--- src/rtl/hex_segment_decoder_if.sv ---
// Time-multiplexed 7-segment display bus: active-low segment lines and digit selects.
// The display driver is the master; the snooping decoder is the slave.
interface hex_segment_decoder_if #(
    parameter int NUM_DIGITS = 4
);
    logic [7:0]            SegIn;
    logic [NUM_DIGITS-1:0] DigitSel;

    modport master (output SegIn, output DigitSel);
    modport slave  (input  SegIn, input  DigitSel);
endinterface

--- src/rtl/hex_segment_decoder.sv ---
// Snoops a multiplexed active-low 7-segment bus and recovers each digit's hex value,
// committing only after a pattern has been stable for STABLE_CYCLES samples.
//
// state | meaning
// IDLE  | no digit selected (or just recovered from a multi-select)
// TRACK | one digit selected, counting identical consecutive samples
// HOLD  | current pattern committed, waiting for it to change
module hex_segment_decoder #(
    parameter int NUM_DIGITS    = 4,
    parameter int STABLE_CYCLES = 4,
    localparam int IDX_W        = (NUM_DIGITS > 1) ? $clog2(NUM_DIGITS) : 1
) (
    input  logic                      Clk,
    input  logic                      Reset,
    hex_segment_decoder_if.slave      bus,
    output logic [4*NUM_DIGITS-1:0]   Value,
    output logic [NUM_DIGITS-1:0]     DigitValid,
    output logic [NUM_DIGITS-1:0]     Blank,
    output logic [NUM_DIGITS-1:0]     Dp,
    output logic                      Update,
    output logic [IDX_W-1:0]          UpdIdx,
    output logic                      Error
);
    localparam int CNT_W = $clog2(STABLE_CYCLES + 1);

    typedef enum logic [1:0] {IDLE, TRACK, HOLD} state_t;

    state_t                  state_q, state_d;
    logic [CNT_W-1:0]        cnt_q, cnt_d;
    logic [7:0]              seg_q;
    logic [NUM_DIGITS-1:0]   sel_q;
    logic [4*NUM_DIGITS-1:0] value_q, value_d;
    logic [NUM_DIGITS-1:0]   valid_q, valid_d;
    logic [NUM_DIGITS-1:0]   blank_q, blank_d;
    logic [NUM_DIGITS-1:0]   dp_q, dp_d;
    logic                    update_q, update_d;
    logic [IDX_W-1:0]        upd_idx_q, upd_idx_d;
    logic                    error_q, error_d;

    logic                    in_found, in_multi, same;
    logic [IDX_W-1:0]        in_idx;
    logic                    code_legal, code_blank, commit;
    logic [3:0]              code_nib;

    // Returns {legal, nibble} for a 7-bit active-low g..a code.
    function automatic logic [4:0] decode7(input logic [6:0] c);
        case (c)
            7'h40: decode7 = 5'h10;
            7'h79: decode7 = 5'h11;
            7'h24: decode7 = 5'h12;
            7'h30: decode7 = 5'h13;
            7'h19: decode7 = 5'h14;
            7'h12: decode7 = 5'h15;
            7'h02: decode7 = 5'h16;
            7'h78: decode7 = 5'h17;
            7'h00: decode7 = 5'h18;
            7'h10: decode7 = 5'h19;
            7'h08: decode7 = 5'h1A;
            7'h03: decode7 = 5'h1B;
            7'h46: decode7 = 5'h1C;
            7'h21: decode7 = 5'h1D;
            7'h06: decode7 = 5'h1E;
            7'h0E: decode7 = 5'h1F;
            default: decode7 = 5'h00;
        endcase
    endfunction

    // Select class of the sample being registered this edge.
    always_comb begin
        in_found = 1'b0;
        in_multi = 1'b0;
        in_idx   = '0;
        for (int i = 0; i < NUM_DIGITS; i++) begin
            if (!bus.DigitSel[i]) begin
                if (in_found) in_multi = 1'b1;
                in_found = 1'b1;
                in_idx   = IDX_W'(i);
            end
        end
    end

    assign same       = (bus.SegIn == seg_q) && (bus.DigitSel == sel_q);
    assign code_legal = decode7(seg_q[6:0])[4];
    assign code_nib   = decode7(seg_q[6:0])[3:0];
    assign code_blank = (seg_q[6:0] == 7'h7F);

    always_comb begin
        state_d   = state_q;
        cnt_d     = cnt_q;
        value_d   = value_q;
        valid_d   = valid_q;
        blank_d   = blank_q;
        dp_d      = dp_q;
        update_d  = 1'b0;
        upd_idx_d = upd_idx_q;
        error_d   = error_q;
        commit    = 1'b0;

        if (in_multi) begin
            error_d = 1'b1;
            state_d = IDLE;
            cnt_d   = '0;
        end else if (!in_found) begin
            state_d = IDLE;
            cnt_d   = '0;
        end else begin
            case (state_q)
                IDLE: begin
                    state_d = TRACK;
                    cnt_d   = CNT_W'(1);
                end
                TRACK: begin
                    if (same) begin
                        cnt_d = cnt_q + 1'b1;
                        if (cnt_q + 1'b1 == CNT_W'(STABLE_CYCLES)) begin
                            commit  = 1'b1;
                            state_d = HOLD;
                        end
                    end else begin
                        cnt_d = CNT_W'(1);
                    end
                end
                HOLD: begin
                    if (!same) begin
                        state_d = TRACK;
                        cnt_d   = CNT_W'(1);
                    end
                end
                default: begin
                    state_d = IDLE;
                    cnt_d   = '0;
                end
            endcase
        end

        // The input equals the registered sample on a commit edge, so in_idx names its digit.
        if (commit) begin
            for (int i = 0; i < NUM_DIGITS; i++) begin
                if (in_idx == IDX_W'(i)) begin
                    if (code_legal) begin
                        value_d[4*i +: 4] = code_nib;
                        valid_d[i]        = 1'b1;
                        blank_d[i]        = 1'b0;
                        dp_d[i]           = ~seg_q[7];
                        update_d          = 1'b1;
                        upd_idx_d         = in_idx;
                    end else if (code_blank) begin
                        valid_d[i]        = 1'b0;
                        blank_d[i]        = 1'b1;
                        update_d          = 1'b1;
                        upd_idx_d         = in_idx;
                    end else begin
                        valid_d[i]        = 1'b0;
                        blank_d[i]        = 1'b0;
                        error_d           = 1'b1;
                    end
                end
            end
        end
    end

    always_ff @(posedge Clk) begin
        if (Reset) begin
            state_q   <= IDLE;
            cnt_q     <= '0;
            seg_q     <= 8'hFF;
            sel_q     <= '1;
            value_q   <= '0;
            valid_q   <= '0;
            blank_q   <= '0;
            dp_q      <= '0;
            update_q  <= 1'b0;
            upd_idx_q <= '0;
            error_q   <= 1'b0;
        end else begin
            state_q   <= state_d;
            cnt_q     <= cnt_d;
            seg_q     <= bus.SegIn;
            sel_q     <= bus.DigitSel;
            value_q   <= value_d;
            valid_q   <= valid_d;
            blank_q   <= blank_d;
            dp_q      <= dp_d;
            update_q  <= update_d;
            upd_idx_q <= upd_idx_d;
            error_q   <= error_d;
        end
    end

    assign Value      = value_q;
    assign DigitValid = valid_q;
    assign Blank      = blank_q;
    assign Dp         = dp_q;
    assign Update     = update_q;
    assign UpdIdx     = upd_idx_q;
    assign Error      = error_q;
endmodule
--- src/flat_wrapper.sv ---
// flat-port wrapper written by rule: the top's interface ports become plain ports
module hex_segment_decoder_flat 
#(
    parameter int NUM_DIGITS    = 4,
    parameter int STABLE_CYCLES = 4,
    localparam int IDX_W        = (NUM_DIGITS > 1) ? $clog2(NUM_DIGITS) : 1
)
  (Clk, Reset, Value, DigitValid, Blank, Dp, Update, UpdIdx, Error, bus_SegIn, bus_DigitSel);
  hex_segment_decoder_if #(.NUM_DIGITS(NUM_DIGITS)) bus_i ();
  input  logic Clk;
  input  logic Reset;
  output logic [4*NUM_DIGITS-1:0] Value;
  output logic [NUM_DIGITS-1:0] DigitValid;
  output logic [NUM_DIGITS-1:0] Blank;
  output logic [NUM_DIGITS-1:0] Dp;
  output logic Update;
  output logic [IDX_W-1:0] UpdIdx;
  output logic Error;
  input wire logic [$bits(bus_i.SegIn)-1:0] bus_SegIn;
  input wire logic [$bits(bus_i.DigitSel)-1:0] bus_DigitSel;
  assign bus_i.SegIn = bus_SegIn;
  assign bus_i.DigitSel = bus_DigitSel;
  hex_segment_decoder #(.NUM_DIGITS(NUM_DIGITS), .STABLE_CYCLES(STABLE_CYCLES)) u_core (.Clk(Clk), .Reset(Reset), .bus(bus_i), .Value(Value), .DigitValid(DigitValid), .Blank(Blank), .Dp(Dp), .Update(Update), .UpdIdx(UpdIdx), .Error(Error));
endmodule
--- config.mk ---
export PLATFORM = sky130hd
export DESIGN_NAME = hex_segment_decoder_flat
export DESIGN_NICKNAME = d
export VERILOG_FILES = /design/src/rtl/hex_segment_decoder_if.sv /design/src/rtl/hex_segment_decoder.sv /design/src/flat_wrapper.sv
export SDC_FILE = /design/constraint.sdc
export NUM_CORES = 1
export LEC_CHECK = 0
export BUFFER_PORTS_ARGS = -buffer_cell sky130_fd_sc_hd__buf_2
export CORE_MARGIN = 1
export CORE_UTILIZATION = 57
export CTS_BUF_LIST = sky130_fd_sc_hd__clkbuf_2 sky130_fd_sc_hd__clkbuf_4 sky130_fd_sc_hd__clkbuf_8
export CTS_CLUSTER_DIAMETER = 80
export DETAILED_ROUTE_END_ITERATION = 6
export PLACE_DENSITY = 0.85
export SLEW_MARGIN = 40
export SYNTH_ARGS = -nofsm -noshare
export SYNTH_HDL_FRONTEND = slang
export SYNTH_SLANG_ARGS = --single-unit
--- constraint.sdc ---
create_clock -name Clk -period 2.55 [get_ports Clk]
set_input_delay 0.51 -clock Clk [delete_from_list [all_inputs] [get_ports Clk]]
set_output_delay 0.51 -clock Clk [all_outputs]
set_load 0.01 [all_outputs]
==> results of run 1 <==
## layout make-up
cell class,count,area (µm²)
clock buffer,5,68.82
clock inverter,3,26.28
fill,326,1299
inverter,3,11.26
multi-input combinational,216,1394
sequential,49,983.4
tap,50,62.56
timing repair buffer,51,270.3
## kinds of logic after synthesis
| family | Yosys count |
|---|---|
| simple gates | 115 |
| xor+xnor | 15 |
| flops | 49 |
| compound gates | 77 |
| mux | 7 |
| buf+inv | 24 |
| fa+ha+maj | 2 |
## Yosys cell counts (3+ instances only)
cell       n  area share
xnor2_1   13       0.046
inv_1      3      0.0045
nor2_1    16       0.024
nor4_1     4       0.010
clkbuf_1  10       0.015
a21oi_1   16       0.032
o21ai_1    5       0.010
nor3b_1    4       0.012
nor2b_1   11       0.028
nor3_1     5       0.010
mux2i_1    7       0.028
buf_2      5       0.010
or2_2     14       0.035
a211oi_1  11       0.033
a22oi_1    3      0.0090
a21o_1     5       0.015
o21bai_1   3      0.0090
nand2b_1   5       0.013
nand3_1    5       0.010
dfxtp_1   49        0.39
nand2_1   23       0.035
nand4_1    6       0.015
buf_4      4       0.012
a31oi_1    4       0.010
and3_1     4       0.010
o21ai_0   20       0.040
## cell usage in the layout, fill, tap and decap left out, types with 7 or more instances in the layout
master    Yosys  routed
dfxtp_1      49      47
nor2b_1      11      11
buf_2         5      45
mux2i_1       7       7
a21oi_1      16      16
xnor2_1      13      13
a211oi_1     11      11
o21ai_0      20      20
nand2_1      23      23
nor2_1       16      16
or2_2        14      14
## through the flow
step	hold slack [ns]	cells	worst slack [ns]
2_1_floorplan	0.4354	289	0.4559
3_3_place_gp	0.4373	369	0.3354
3_5_place_dp	0.4426	369	0.2489
4_1_cts	0.4191	377	0.1659
5_1_grt	0.4242	377	0.07704
6_report	0.4209	377	0.2384
## worst paths after layout
kind / start / end / depth (start not counted) / slack, ns
max: u_core.seg_q[6] / u_core.Value[13] / 7 / 0.24
min reg2reg: u_core.Blank[0] / u_core.Blank[0] / 2 / 0.45
min: bus_SegIn[1] / u_core.seg_q[1] / 2 / 0.42
max reg2reg: u_core.seg_q[6] / u_core.Value[13] / 7 / 0.24
## worst reg2reg max path: stages, from the launching register on
cell and delay, ns:
dfxtp_1 0.46, or4bb_1 0.55, a31oi_1 0.22, o21a_2 0.20
nor4_4 0.05, buf_4 0.20, nor4_1 0.37, a211oi_1 0.12
## where the power goes
group / internal (mW) / switching [mW]
Combinational: 0.0585 / 0.0713
Clock: 0.200 / 0.275
Sequential: 0.778 / 0.0245
Total: 1.04 / 0.371
## state kept, by name, summed over array words and instances, names as in the netlist, 2 cells and up
| name | flops |
|---|---|
| u_core.UpdIdx | 2 |
| u_core.Dp | 4 |
| u_core.Value | 16 |
| u_core.cnt_q | 3 |
| u_core.DigitValid | 4 |
| u_core.seg_q | 8 |
| u_core.state_q | 2 |
| u_core.Blank | 4 |
| u_core.sel_q | 4 |
## timing repair
item / CTS / global route
hold endpoints to repair: 0 / 0
gates resized for setup: 0 / 3
endpoints found under the setup margin: 0 / 4
## routing by layer
layer / GRT usage / part of all wire / wire [µm]
met3: 0.04833 / 0.047 / 261
met2: 0.4498 / 0.48 / 2688
met4: 0.1042 / 0.026 / 146
met1: 0.3272 / 0.44 / 2475
met5: 0 / 0 / 0
==> flow_summary.toml, run 1 <==
[logic_synthesis]
synth_area_mm2 = 0.002496
synth_top_family_by_area = "simple AND/OR/NAND/NOR gates"
yosysUniqueCellTypes = 50
synth_async_sr_flop_share = 0
synthXorXnorAreaFrac = 0.05263
syn_inst = 289
syn_avg_cell_area_um2 = 8.637
ys_seq_area_frac = 0.3930
synth_compound_area_frac = 0.1970
synth_simple_gate_area_frac = 0.2687
synth_edf_count = 0
synthAdderAreaFrac = 0.01003
syn_nets = 305
synth-main-ff-cell = "dfxtp_1"
ys_seq_elements = 49
yosysWarnings = 0
synth_mux_area_frac = 0.02807

[die]
dieWidth_um = 68.18
core_area_mm2 = 0.004115
rows = 23
die_h_um = 68.18
num_io_pins = 46
start_util = 0.6066
die_area_mm2 = 0.004648

[grt]
grt_overflow = 0
antenna_found_initial = 0
grt_max_degree = 33
grt_pass1_wl_um = 9177
grt_pass1_vias = 1951
grt_use_total = 0.2645

[sta]
setup-violations-final = 0
slew_headroom = 0.5243
tightestPinTransition_ns = 0.6956
tns_ns = 0
fin_crit_sh = 0.9065
drv_slew = 0
hold_violations = 0
rsz0062_at_grt = "false"
fin_skew_ns = 0.008088
fmax_mhz = 432.6
period_needed_ns = 2.312

[routing]
wl_per_cell_um = 14.78
via_count = 2218
drt-vias-per-instance = 5.883
wl_um = 5572
firstDrtPassIters = 4
drt-initial-drc-count = 238
remaining_drc_errors = 0
antenna_left = 0

[clock_network]
numCtsBuffers = 5
cts_tree = "yes"
clockBufferDepth = 2
cts_setup_buffers = 0
clock_latency_ns = 0.30
htree_levels = 2
path_clk_slew_ns = 0.09
root_buffer = "clkbuf_8"
holdBufCountCts = 0
cts.sink_count = 49

[worst_setup_path]
path_delay_family = "simple AND/OR/NAND/NOR gates"
slowest_delay_ns = 0.55
required_ns = 2.71
arrival_ns = 2.48
cp_max_fo = 16
critPathLaunchType = "register"
crit_path_top_delay_cell = "or4bb_1"
critical_path.cell_chain = "or4bb_1 > a31oi_1 > o21a_2 > nor4_4 > buf_4 > nor4_1 > a211oi_1"
critPathKind = "reg -> reg"
cp_num_buf_inv = 1
worst_setup_path_end_kind = "register"

[run]
cap_violations = 0

[power]
power_density_mw_per_mm2 = 499.7
finalPower_mw = 1.407
peakVddDrop_v = 0.0004440
p_leak_nw = 1.141

[placement]
gp_congestion = 0.8839
portBuffers = 45
placed_area_mm2 = 0.002714
place_hpwl_um = 4033

[final_layout]
fin_nets = 342
synthToLayoutAreaGrowth_pct = 12.83
drive_gt1_frac = 0.2599
antenna_cells = 0
final_area_mm2 = 0.002816
finish.utilization = 0.6844

[worst_hold_path]
hp-class = "in -> reg"

[status]
run_status = "finished clean"
(Power assumes the default switching activity.)
==> run 2: changes to the inputs <==
--- a/config.mk
+++ b/config.mk
@@ -5,13 +5,14 @@
 export SDC_FILE = /design/constraint.sdc
 export NUM_CORES = 1
 export LEC_CHECK = 0
+export ABC_AREA = 1
 export BUFFER_PORTS_ARGS = -buffer_cell sky130_fd_sc_hd__buf_2
 export CORE_MARGIN = 1
-export CORE_UTILIZATION = 57
+export CORE_UTILIZATION = 58
 export CTS_BUF_LIST = sky130_fd_sc_hd__clkbuf_2 sky130_fd_sc_hd__clkbuf_4 sky130_fd_sc_hd__clkbuf_8
 export CTS_CLUSTER_DIAMETER = 80
 export DETAILED_ROUTE_END_ITERATION = 6
-export PLACE_DENSITY = 0.85
+export PLACE_DENSITY = 0.86
 export SLEW_MARGIN = 40
 export SYNTH_ARGS = -nofsm -noshare
 export SYNTH_HDL_FRONTEND = slang
==> run 2 against run 1 <==
- maximum frequency up 13%
- synthesized area up 8.2%
- worst setup slack better by 0.27 ns
==> flow_summary.toml, run 2 <==
[status]
run_status = "finished clean"

[final_layout]
largest_register_ff_count = 16
finish.utilization = 0.7012
synthToLayoutAreaGrowth_pct = 14.59
mostFrequentLayoutCells = "nand2_1 (135), nor2_1 (70), dfxtp_1 (49)"
final_common_cell = "nand2_1"
fin_nets = 482
antenna_cells = 0
fin_cells = 519
drive_gt1_frac = 0.1991
fillers = 399

[clock_network]
root_buffer = "clkbuf_8"
cts.sink_count = 49
holdBufCountCts = 0
cts_resized = 0
htree_levels = 2
cts_setup_buffers = 0
path_clk_slew_ns = 0.09
cts_tree = "yes"
numCtsBuffers = 5
clock_latency_ns = 0.31
clockBufferDepth = 2

[die]
core_area_mm2 = 0.004414
num_io_pins = 46
die_area_mm2 = 0.004934
dieWidth_um = 70.25
start_util = 0.6120
rows = 24
die_h_um = 70.25

[routing]
via_count = 2651
wl_per_cell_um = 11.88
drt-initial-drc-count = 173
wl_um = 6165
antenna_left = 0
remaining_drc_errors = 0
drt-vias-per-instance = 5.108
firstDrtPassIters = 4

[grt]
grt_overflow = 0
grt_pass1_wl_um = 10760
grt_max_degree = 20
grt_pass1_vias = 2429
antenna_found_initial = 0
grt_use_total = 0.2691

[sta]
fin_skew_ns = 0.006781
fmax_mhz = 488.9
period_needed_ns = 2.045
slew_headroom = 0.5849
drv_slew = 0
rsz0062_at_grt = "false"
timing.final.ws_setup_ns = 0.5048
setup-violations-final = 0
tns_ns = 0
tightestPinTransition_ns = 0.6179
hold_violations = 0
fin_crit_sh = 0.8020

[power]
p_sw_frac = 0.2577
intPower_mw = 1.144
p_leak_nw = 1.707
combPwrFrac = 0.098
power_density_mw_per_mm2 = 497.9
power_frac_seq = 0.515
p_clk_frac = 0.387
switching_power_mw = 0.3972
peakVddDrop_v = 0.0003311

[logic_synthesis]
syn_avg_cell_area_um2 = 6.463
ys_top_cells_by_area = "dfxtp_1 (36%), nand2_1 (19%), nor2_1 (9.7%), inv_1 (6.7%), nand4_4 (3.9%)"
synth_async_sr_flop_share = 0
synth_top_cell_by_area = "dfxtp_1"
yosysWarnings = 0
ys_seq_area_frac = 0.3631
synth_top_area_frac = 0.3631
syn_nets = 434
synth_edf_count = 0
synth_area_mm2 = 0.002701
yosysMostFrequentCell = "nand2_1"
synth-main-ff-cell = "dfxtp_1"
syn_inst = 418
ys_seq_elements = 49
ys_top_cells_by_count = "nand2_1 (135), nor2_1 (70), dfxtp_1 (49)"
yosysUniqueCellTypes = 30

[worst_setup_path]
worst_setup_path_end_kind = "register"
critPathKind = "reg -> reg"
critPathLaunchType = "register"
arrival_ns = 2.26
reg2reg_slack_ns = 0.50
crit_start = "u_core.seg_q[6]"
cp_max_fo = 9
r2r_start = "u_core.seg_q[6]"
required_ns = 2.76

[placement]
placed_cells = 511
portBuffers = 45
gp_congestion = 0.9120
place_hpwl_um = 4686
dp_slack_ns = 0.3515

[worst_hold_path]
hp-class = "in -> reg"
hold_start = "bus_SegIn[4]"

[run]
cap_violations = 0
-- run 2: path summary, 6_finish.rpt --
kind | endpoint | depth (start not counted)
max reg2reg | u_core.Blank[3] | 13
max | u_core.Blank[3] | 13
min | u_core.seg_q[4] | 3
min reg2reg | u_core.Value[6] | 2
-- run 2: stage by stage --
| stage | power (mW) | area [µm²] | hold slack (ns) |
|---|---|---|---|
| 5_1_grt | 1.599 | 3095 | 0.3991 |
| 2_1_floorplan | 0.9174 | 2701 | 0.4508 |
| 4_1_cts | 1.547 | 3095 | 0.3940 |
| 3_5_place_dp | 0.9619 | 2975 | 0.4591 |
| 3_3_place_gp | 0.9571 | 2975 | 0.4540 |
| 6_report | 1.541 | 3095 | 0.4010 |
-- run 2: logic make-up after synthesis --
family | after synthesis | share of synthesized area
AO/OA/AOI/OAI | 33 | 0.06531
XOR/XNOR | 3 | 0.009729
adder cells (fa/ha/maj) | 2 | 0.009262
buffers and inverters | 69 | 0.1005
flip-flops | 49 | 0.3631
multiplexers | 1 | 0.004168
AND/OR/NAND/NOR | 261 | 0.4479
-- run 2: layer usage --
metal  part of all wire  up-vias  global-route usage
li1                   -     1392                   -
met1               0.46     1190              0.3400
met2               0.48       58              0.4561
met3              0.042       11             0.04762
met4              0.016        0             0.09778
met5                  0        -                   0
-- run 2: layout make-up --
class                           instances  area, µm²  area share
Timing Repair Buffer                   48      247.7     0.08003
Multi-Input combinational cell        300       1449      0.4681
Clock inverter                          2      37.54     0.01213
Sequential cell                        49      980.9      0.3169
Inverter                               62      232.7     0.07518
Tap cell                               52      65.06     0.02102
Clock buffer                            6      82.58     0.02668
-- run 2: power by group through the flow --
stage	Clock, mW	Sequential, mW	Combinational [mW]
floorplan	0	0.807	0.110
global placement	0	0.810	0.147
detailed placement	0	0.811	0.151
CTS	0.602	0.793	0.152
global route	0.631	0.796	0.172
finish	0.596	0.793	0.152
-- run 2: critical path, cell delays in order (launching register included) --
cell     delay, ns
dfxtp_1       0.43
inv_2         0.08
nand2_1       0.06
nand2_1       0.04
nor2_1        0.18
inv_1         0.07
nor2_1        0.24
nand4_4       0.18
nor2_8        0.22
nand2_4       0.13
nor2_2        0.17
nand2_1       0.07
nand2_1       0.06
nor2_1        0.03
